## src/rtl/rf_wb_arbiter_if.sv

```systemverilog
// Writeback request and register-file write bus for rf_wb_arbiter.
// The slave modport is the arbiter. The master modport covers the requesters,
// the issue logic and the register file.
interface rf_wb_arbiter_if #(
    parameter int DATA_W = 32,
    parameter int ADDR_W = 5,
    parameter int NREGS  = 32
);
    // Requester 0 (ALU)
    logic              req0_valid;
    logic              req0_ready;
    logic [ADDR_W-1:0] req0_addr;
    logic [DATA_W-1:0] req0_data;

    // Requester 1 (LSU)
    logic              req1_valid;
    logic              req1_ready;
    logic [ADDR_W-1:0] req1_addr;
    logic [DATA_W-1:0] req1_data;

    // Issue-side reservation
    logic              rsv_valid;
    logic [ADDR_W-1:0] rsv_addr;
    logic [NREGS-1:0]  busy;

    // Register file write port
    logic              rf_write_enable;
    logic [ADDR_W-1:0] rf_address3;
    logic [DATA_W-1:0] rf_write_data;

    modport slave (
        input  req0_valid, req0_addr, req0_data,
        input  req1_valid, req1_addr, req1_data,
        input  rsv_valid, rsv_addr,
        output req0_ready, req1_ready, busy,
        output rf_write_enable, rf_address3, rf_write_data
    );

    modport master (
        output req0_valid, req0_addr, req0_data,
        output req1_valid, req1_addr, req1_data,
        output rsv_valid, rsv_addr,
        input  req0_ready, req1_ready, busy,
        input  rf_write_enable, rf_address3, rf_write_data
    );
endinterface

```

## src/rtl/rf_wb_arbiter.sv

```systemverilog
// Round-robin arbiter that shares the single register-file write port between
// the ALU (requester 0) and the LSU (requester 1). The winning request is
// registered into a one-stage write pipeline. A busy scoreboard tracks the
// destination registers that have a write pending.
module rf_wb_arbiter #(
    parameter int DATA_W = 32,
    parameter int ADDR_W = 5,
    parameter int NREGS  = 32
) (
    input  logic                 clk,
    input  logic                 rst,
    rf_wb_arbiter_if.slave       bus
);

    localparam logic [ADDR_W-1:0] ADDR_ZERO = {ADDR_W{1'b0}};

    // Arbitration
    logic              w_grant0;
    logic              w_grant1;
    logic              w_any_grant;
    logic [ADDR_W-1:0] w_win_addr;
    logic [DATA_W-1:0] w_win_data;

    // Last granted requester: 0 = ALU, 1 = LSU
    logic              r_last_grant;

    // Write stage
    logic              r_we;
    logic [ADDR_W-1:0] r_addr;
    logic [DATA_W-1:0] r_data;

    // Scoreboard
    logic [NREGS-1:0]  r_busy;
    logic [NREGS-1:0]  w_busy_next;

    // Grant selection. A single valid requester always wins. On a tie, the
    // requester that did not win last time wins. Nothing is granted in reset.
    always_comb begin
        w_grant0 = 1'b0;
        w_grant1 = 1'b0;
        if (rst) begin
            w_grant0 = 1'b0;
            w_grant1 = 1'b0;
        end else if (bus.req0_valid && bus.req1_valid) begin
            if (r_last_grant) begin
                w_grant0 = 1'b1;
            end else begin
                w_grant1 = 1'b1;
            end
        end else if (bus.req0_valid) begin
            w_grant0 = 1'b1;
        end else if (bus.req1_valid) begin
            w_grant1 = 1'b1;
        end else begin
            w_grant0 = 1'b0;
            w_grant1 = 1'b0;
        end
    end

    assign w_any_grant = w_grant0 | w_grant1;

    // Select the address and data of the winner for the write stage
    always_comb begin
        w_win_addr = bus.req0_addr;
        w_win_data = bus.req0_data;
        if (w_grant1) begin
            w_win_addr = bus.req1_addr;
            w_win_data = bus.req1_data;
        end else begin
            w_win_addr = bus.req0_addr;
            w_win_data = bus.req0_data;
        end
    end

    // Next scoreboard value. Clear on commit first, then apply a reservation,
    // so a reservation on the same edge as the commit supersedes the clear.
    // x0 never becomes busy.
    always_comb begin
        w_busy_next = r_busy;
        if (r_we) begin
            w_busy_next[r_addr] = 1'b0;
        end else begin
            w_busy_next = r_busy;
        end
        if (bus.rsv_valid && (bus.rsv_addr != ADDR_ZERO)) begin
            w_busy_next[bus.rsv_addr] = 1'b1;
        end else begin
            w_busy_next[0] = 1'b0;
        end
        w_busy_next[0] = 1'b0;
    end

    // Write stage and round-robin pointer. A granted x0 write is still
    // accepted, but its write enable is suppressed.
    always_ff @(posedge clk) begin
        if (rst) begin
            r_we         <= 1'b0;
            r_addr       <= ADDR_ZERO;
            r_data       <= {DATA_W{1'b0}};
            r_last_grant <= 1'b1;
        end else if (w_any_grant) begin
            r_we         <= (w_win_addr != ADDR_ZERO);
            r_addr       <= w_win_addr;
            r_data       <= w_win_data;
            r_last_grant <= w_grant1;
        end else begin
            r_we         <= 1'b0;
        end
    end

    // Scoreboard register
    always_ff @(posedge clk) begin
        if (rst) begin
            r_busy <= {NREGS{1'b0}};
        end else begin
            r_busy <= w_busy_next;
        end
    end

    assign bus.req0_ready      = w_grant0;
    assign bus.req1_ready      = w_grant1;
    assign bus.busy            = r_busy;
    assign bus.rf_write_enable = r_we;
    assign bus.rf_address3     = r_addr;
    assign bus.rf_write_data   = r_data;

endmodule

```

## src/flat_wrapper.sv

```systemverilog
// flat-port wrapper written by rule: the top's interface ports become plain ports
module rf_wb_arbiter_flat 
#(
    parameter int DATA_W = 32,
    parameter int ADDR_W = 5,
    parameter int NREGS  = 32
)
  (clk, rst, bus_req0_valid, bus_req0_addr, bus_req0_data, bus_req1_valid, bus_req1_addr, bus_req1_data, bus_rsv_valid, bus_rsv_addr, bus_req0_ready, bus_req1_ready, bus_busy, bus_rf_write_enable, bus_rf_address3, bus_rf_write_data);
  rf_wb_arbiter_if #(.DATA_W(DATA_W), .ADDR_W(ADDR_W), .NREGS(NREGS)) bus_i ();
  input  logic clk;
  input  logic rst;
  input wire logic [$bits(bus_i.req0_valid)-1:0] bus_req0_valid;
  input wire logic [$bits(bus_i.req0_addr)-1:0] bus_req0_addr;
  input wire logic [$bits(bus_i.req0_data)-1:0] bus_req0_data;
  input wire logic [$bits(bus_i.req1_valid)-1:0] bus_req1_valid;
  input wire logic [$bits(bus_i.req1_addr)-1:0] bus_req1_addr;
  input wire logic [$bits(bus_i.req1_data)-1:0] bus_req1_data;
  input wire logic [$bits(bus_i.rsv_valid)-1:0] bus_rsv_valid;
  input wire logic [$bits(bus_i.rsv_addr)-1:0] bus_rsv_addr;
  output wire logic [$bits(bus_i.req0_ready)-1:0] bus_req0_ready;
  output wire logic [$bits(bus_i.req1_ready)-1:0] bus_req1_ready;
  output wire logic [$bits(bus_i.busy)-1:0] bus_busy;
  output wire logic [$bits(bus_i.rf_write_enable)-1:0] bus_rf_write_enable;
  output wire logic [$bits(bus_i.rf_address3)-1:0] bus_rf_address3;
  output wire logic [$bits(bus_i.rf_write_data)-1:0] bus_rf_write_data;
  assign bus_i.req0_valid = bus_req0_valid;
  assign bus_i.req0_addr = bus_req0_addr;
  assign bus_i.req0_data = bus_req0_data;
  assign bus_i.req1_valid = bus_req1_valid;
  assign bus_i.req1_addr = bus_req1_addr;
  assign bus_i.req1_data = bus_req1_data;
  assign bus_i.rsv_valid = bus_rsv_valid;
  assign bus_i.rsv_addr = bus_rsv_addr;
  assign bus_req0_ready = bus_i.req0_ready;
  assign bus_req1_ready = bus_i.req1_ready;
  assign bus_busy = bus_i.busy;
  assign bus_rf_write_enable = bus_i.rf_write_enable;
  assign bus_rf_address3 = bus_i.rf_address3;
  assign bus_rf_write_data = bus_i.rf_write_data;
  rf_wb_arbiter #(.DATA_W(DATA_W), .ADDR_W(ADDR_W), .NREGS(NREGS)) u_core (.clk(clk), .rst(rst), .bus(bus_i));
endmodule
```

## config.mk

```make
export PLATFORM = sky130hd
export DESIGN_NAME = rf_wb_arbiter_flat
export DESIGN_NICKNAME = d
export VERILOG_FILES = /design/src/rtl/rf_wb_arbiter_if.sv /design/src/rtl/rf_wb_arbiter.sv /design/src/flat_wrapper.sv
export SDC_FILE = /design/constraint.sdc
export NUM_CORES = 1
export LEC_CHECK = 0
export CORE_MARGIN = 5
export CORE_UTILIZATION = 27
export DETAILED_ROUTE_END_ITERATION = 12
export GPL_TIMING_DRIVEN = 1
export PLACE_DENSITY = 0.59
export SLEW_MARGIN = 0
export SYNTH_ARGS = -nofsm -noshare
export SYNTH_HDL_FRONTEND = slang
export SYNTH_SLANG_ARGS = --single-unit
```

## constraint.sdc

```tcl
create_clock -name clk -period 3 [get_ports clk]
set_input_delay 0.6 -clock clk [delete_from_list [all_inputs] [get_ports clk]]
set_output_delay 0.6 -clock clk [all_outputs]
set_load 0.01 [all_outputs]
```

=== Yosys cells after proc, flatten, opt, wreduce, memory -nomap -nowiden ===
Cells that the tools add are included.

* Register bits after elaboration: 71
* Input port bits: 84
* Output and inout port bits: 72
* Word-level logic and storage cells: 39

* Order comparisons: 4
* Multiplexer cells: 17
* Bitwise logic cells: 5
* Reductions and logical operators: 7

{| class="wikitable"
|+ Operators with widths
! kind !! number
|-
| 32-bit two-way mux || 2
|-
| 32-bit AND || 1
|-
| 32-bit inverter || 1
|-
| 32-bit bitwise OR || 1
|-
| 31-bit two-way mux || 1
|-
| 5-bit by 6-bit < comparator with 1-bit output (second input constant) || 2
|-
| 1-bit two-way mux || 11
|-
| 1-bit demux with 5-bit select || 2
|-
| 5-bit by 1-bit >= comparator with 1-bit output (second input constant) || 2
|-
| 5-bit nonzero test || 2
|-
| 5-bit two-way mux || 1
|-
| 1-bit logical AND || 4
|-
| 2-bit OR reduction || 1
|-
| 1-bit inverter || 1
|-
| 1-bit bitwise OR || 1
|}

=== Logic depth before layout (Yosys ltp) ===
Gate-level depths: netlist (run 1).

* Word-level depth: 9
* Gate-level depth with buffers: 5
* Depth with buffers taken out: 3

=== Worst setup path after synthesis (run 1) ===
OpenSTA, ideal clock, no wires.

* Path type: input to output
* Start: input bus_req0_valid
* End: output bus_req0_ready
* Data arrival time: 1.251 ns
* Required time: 2.400 ns
* Slack: 1.149 ns
* Stages: 5
* Path buffers: 2
* Cell sequence: nor2_2 > buf_6 > buf_2 > a211o_1 > inv_1

* Longest elaborated chain between the ends: 3
* Elaborated cells between the ends (all ways): 4
* Classes of those cells: mux (3); reduce/logical (1)

{| class="wikitable"
|+ Ends and longest elaborated chain
! what !! line !! text
|-
| start, declared || flat_wrapper.sv:12 || <nowiki>input wire logic [$bits(bus_i.req0_valid)-1:0] bus_req0_valid;</nowiki>
|-
| 1-bit two-way mux or 1-bit logical AND (tied branches) || rf_wb_arbiter.sv:50, rf_wb_arbiter.sv:44 ||
|-
| 1-bit two-way mux * || rf_wb_arbiter.sv:44 || <nowiki>end else if (bus.req0_valid && bus.req1_valid) begin</nowiki>
|-
| 1-bit two-way mux * || rf_wb_arbiter.sv:41 || <nowiki>if (rst) begin</nowiki>
|-
| end, declared || flat_wrapper.sv:20 || <nowiki>output wire logic [$bits(bus_i.req0_ready)-1:0] bus_req0_ready;</nowiki>
|}

Mark *: on every way between the ends. The rest lies on a longest branch, timed or not.

=== Worst setup path in the final report (run 1) ===
Same ends and word-level chain as after synthesis.

==> results of run 1 <==
-- path summary, 6_finish.rpt --
path	start	endpoint	depth (start not counted)
worst min-delay path	u_core.bus.rf_write_data[9]$_SDFFE_PP0P_	u_core.bus.rf_write_data[9]$_SDFFE_PP0P_	1
worst max-delay path	bus_req0_valid	bus_req0_ready	5
worst max register to register	u_core.bus.rf_address3[2]$_SDFFE_PP0P_	u_core.bus.busy[7]$_SDFF_PP0_	3
worst min register to register	u_core.bus.rf_write_data[9]$_SDFFE_PP0P_	u_core.bus.rf_write_data[9]$_SDFFE_PP0P_	1
-- cells by family (layout without fill, tap and decap cells) --
logic type      after synthesis  in the layout  synth area share [%]
compound gates              140            140                  32.4
buf+inv                      67            218                  10.5
other cells                   1              1                 0.116
flops                        70             70                  43.5
simple gates                 67             67                  13.5
-- metal layers --
| metal | GRT usage [%] | wire length, um |
|---|---|---|
| met4 | 5.65 | 168 |
| met1 | 19.2 | 4760 |
| met3 | 4.65 | 1050 |
| met2 | 24.1 | 5130 |
| met5 | 0 | 0 |
-- registers in the layout (all words and copies together), names as in the netlist --
name	cells
u_core.bus.rf_address3	5
u_core.bus.rf_write_data	32
u_core.bus.rf_write_enable	1
u_core.bus.busy	31
u_core.r_last_grant	1
-- power by group --
group          switching, mW  internal (mW)  total [mW]
combinational          0.182          0.251       0.433
clock                  0.390          0.578       0.968
sequential            0.0414          0.983        1.02
total                  0.613           1.81        2.43
-- placed cells by master, fill, tap and decap left out, drive strengths merged --
cell type / count
clkdlybuf4s50: 153
dfxtp: 70
o21ai: 63
inv: 39
a221o: 37
a2111oi: 37
nor2b: 31
clkbuf: 12
buf: 10
nand3b: 8
or3b: 5
nor2: 5
nand2: 5
nand3: 3
clkinv: 3
or3: 2
nor3: 2
and3b: 1
a211o: 1
nor3b: 1
nand2b: 1
nand4b: 1
nand4bb: 1
or4: 1
o2bb2ai: 1
a21oi: 1
conb: 1
clkinvlp: 1
-- worst max-delay path: cells and delay by family --
family | cells | cell delay [ns]
compound gates | 1 | 0.32
buf+inv | 3 | 1.20
simple gates | 1 | 0.11
-- layout make-up --
cell class	instances	area (um^2)	share of cell area, %
repair buffers	163	1600	31.5
clock buffers	12	246	4.84
well taps	147	184	3.61
inverters	39	146	2.87
clock inverters	4	22.5	0.442
multi-input cells	208	1490	29.3
flip-flops and latches	70	1400	27.5
==> impl_metrics.prom, run 1 <==
# TYPE chip_impl_metric gauge
chip_impl_metric{name="syn-cell-area",unit="um^2"} 3220
chip_impl_metric{name="port_buffers",unit=""} 154
chip_impl_metric{name="layout.filler_cells",unit=""} 1192
chip_impl_metric{name="grt_overflow_total",unit=""} 0
chip_impl_info{name="yosys.cell_count.top_type",value="sky130_fd_sc_hd__dfxtp_1"} 1
chip_impl_metric{name="async_reset_ff_share",unit="%"} 0
chip_impl_metric{name="die-width",unit="um"} 119
chip_impl_metric{name="ir_drop",unit="V"} 0.000194
chip_impl_metric{name="min_period_over_period",unit="%"} 94.4
chip_impl_metric{name="antenna_found_initial",unit=""} 0
chip_impl_metric{name="fin_worst_hold_slack",unit="ns"} 0.487
chip_impl_metric{name="yosysWarningCount",unit=""} 0
chip_impl_metric{name="cts_sinks",unit=""} 70
chip_impl_metric{name="drt_pre_antenna_iters",unit=""} 4
chip_impl_metric{name="max-cap-violations",unit=""} 0
chip_impl_metric{name="clock_skew",unit="ns"} 0.00328
chip_impl_metric{name="worstMarginPinSlew",unit="ns"} 0.773
chip_impl_metric{name="crit_required",unit="ns"} 2.40
chip_impl_metric{name="floorplan.rows",unit=""} 40
chip_impl_metric{name="global_route_wire_length_before_repair",unit="mm"} 17.5
chip_impl_metric{name="post_synth.cell_area_avg",unit="um^2"} 9.35
chip_impl_metric{name="gp_congestion",unit=""} 0.764
chip_impl_metric{name="placedInstanceArea",unit="um^2"} 4830
chip_impl_metric{name="h_tree_lvl_count",unit=""} 3
chip_impl_info{name="end_kind",value="output port"} 1
chip_impl_metric{name="drt-vias-per-instance",unit=""} 5.14
chip_impl_metric{name="timing.final.max_slew_violations",unit=""} 0
chip_impl_info{name="synth-main-ff-cell",value="sky130_fd_sc_hd__dfxtp_1"} 1
chip_impl_metric{name="cts_resized",unit=""} 0
chip_impl_metric{name="synthesis.nets",unit=""} 429
chip_impl_metric{name="drc_errors",unit=""} 0
chip_impl_metric{name="final.min_clock_period",unit="ns"} 2.83
chip_impl_metric{name="place_worst_setup_slack",unit="ns"} 0.171
chip_impl_metric{name="fp.dieH",unit="um"} 119
chip_impl_metric{name="relative_area_change_from_synthesis_to_final_layout",unit="%"} 58.1
chip_impl_info{name="critical-path-top-cell-by-count",value="sky130_fd_sc_hd__clkdlybuf4s50_1"} 1
chip_impl_metric{name="clk-insertion-delay-late",unit="ns"} 0.33
chip_impl_metric{name="global_routing_usage_summed_across_all_routing_layers",unit="%"} 15.1
chip_impl_info{name="cell_by_cell_listing_of_the_critical_path",value="clkdlybuf4s50_1 -> nand2_2 -> a211o_1 -> inv_1 -> clkdlybuf4s50_1"} 1
chip_impl_info{name="yosysTopAreaCell",value="sky130_fd_sc_hd__dfxtp_1"} 1
chip_impl_metric{name="synth_cell_type_count",unit=""} 31
chip_impl_metric{name="clock_path_buffers",unit=""} 2
chip_impl_info{name="outcome",value="complete, no violations"} 1
chip_impl_metric{name="maximum_clock_rate",unit="MHz"} 353
chip_impl_info{name="unrepaired_setup_endpoints_after_global_routing",value="no"} 1
chip_impl_metric{name="synth.ff_latch_count",unit=""} 70
chip_impl_metric{name="highest_fanout_seen_on_the_critical_path",unit=""} 4
chip_impl_metric{name="cts_inserted_buffers",unit=""} 9
chip_impl_metric{name="place_hpwl",unit="mm"} 7.76
chip_impl_metric{name="crit_arrival",unit="ns"} 2.23
chip_impl_metric{name="final.setup.tns",unit="ns"} 0
chip_impl_metric{name="netlist.area_leader.share",unit="%"} 43.5
chip_impl_metric{name="power_density",unit="nW/um^2"} 476
chip_impl_metric{name="design.die.area",unit="um^2"} 14200
chip_impl_metric{name="placed_cells",unit=""} 627
chip_impl_metric{name="finalNetCount",unit=""} 575
chip_impl_info{name="cts_tree",value="done"} 1
chip_impl_metric{name="synth.yosys.seq_area_share",unit="%"} 43.5
chip_impl_info{name="critPathLaunchType",value="primary input"} 1
chip_impl_metric{name="postCtsSetupRepairBufs",unit=""} 0
chip_impl_metric{name="rrSetupSlack",unit="ns"} 1.53
chip_impl_info{name="criticalPathCategory",value="primary input to output port"} 1
chip_impl_metric{name="postRouteWirelength",unit="mm"} 11.1
chip_impl_metric{name="hold_viol_final",unit=""} 0
chip_impl_metric{name="power_leakage",unit="nW"} 1.89
chip_impl_metric{name="post_synth_inst_count",unit=""} 345
chip_impl_metric{name="utilization",unit="%"} 43.0
chip_impl_info{name="worst_hold_path_type",value="flop to flop"} 1
chip_impl_info{name="synth.area.top_cells",value="sky130_fd_sc_hd__dfxtp_1 43%, sky130_fd_sc_hd__a221o_1 11%, sky130_fd_sc_hd__o21ai_0 9.8%, sky130_fd_sc_hd__a2111oi_0 7.3%, sky130_fd_sc_hd__nor2b_1 6.0%"} 1
chip_impl_metric{name="layout.cell_area.non_filler",unit="um^2"} 5100
chip_impl_metric{name="final_cell_count_no_fill",unit=""} 643
chip_impl_metric{name="drc_violation_total_after_the_first_tritonroute_iteration",unit=""} 199
chip_impl_metric{name="post-route-worst-setup-slack",unit="ns"} 0.167
chip_impl_metric{name="total_power",unit="mW"} 2.43
chip_impl_metric{name="post_route_cells_drive_above_1_share",unit="%"} 6.65
chip_impl_metric{name="setup_violations",unit=""} 0
chip_impl_metric{name="diode_insertion_count_for_antenna_repair",unit=""} 0
chip_impl_info{name="timing.critical_path.slowest_stage_cell",value="sky130_fd_sc_hd__clkdlybuf4s50_1"} 1
chip_impl_metric{name="io_pins",unit=""} 156
chip_impl_metric{name="maximum_number_of_pins_on_one_net_before_global_route_repair",unit=""} 64
chip_impl_metric{name="count_of_flip_flops_with_a_built_in_enable_after_synthesis",unit=""} 0
chip_impl_info{name="synth_top_cells_by_count",value="70 x sky130_fd_sc_hd__dfxtp_1, 63 x sky130_fd_sc_hd__o21ai_0, 39 x sky130_fd_sc_hd__inv_1"} 1
chip_impl_metric{name="holdBufCountCts",unit=""} 0
chip_impl_metric{name="slew_headroom",unit="%"} 48.3
chip_impl_metric{name="initial_core_util",unit="%"} 27.2
chip_impl_metric{name="wire_per_inst",unit="um"} 17.3
chip_impl_metric{name="design.core.area",unit="um^2"} 11900
chip_impl_metric{name="clkSlewWorstSetupHoldPaths",unit="ns"} 0.06
chip_impl_metric{name="grt_pass1_vias",unit=""} 3339
chip_impl_metric{name="detailroute.via_count",unit=""} 3304
chip_impl_info{name="cts-root-buf",value="sky130_fd_sc_hd__clkbuf_16"} 1
chip_impl_metric{name="route.antenna.remaining_nets",unit=""} 0
chip_impl_metric{name="timing.critical_path.slowest_cell_delay",unit="ns"} 0.60
(Power assumes the default switching activity.)
==> run 2, diff against run 1 <==
--- a/config.mk
+++ b/config.mk
@@ -5,6 +5,7 @@
 export SDC_FILE = /design/constraint.sdc
 export NUM_CORES = 1
 export LEC_CHECK = 0
+export CAP_MARGIN = 25
 export CORE_MARGIN = 5
 export CORE_UTILIZATION = 27
 export DETAILED_ROUTE_END_ITERATION = 12
==> results of run 2 <==
The final DEF is identical to that of run 1; final timing and power are the same.
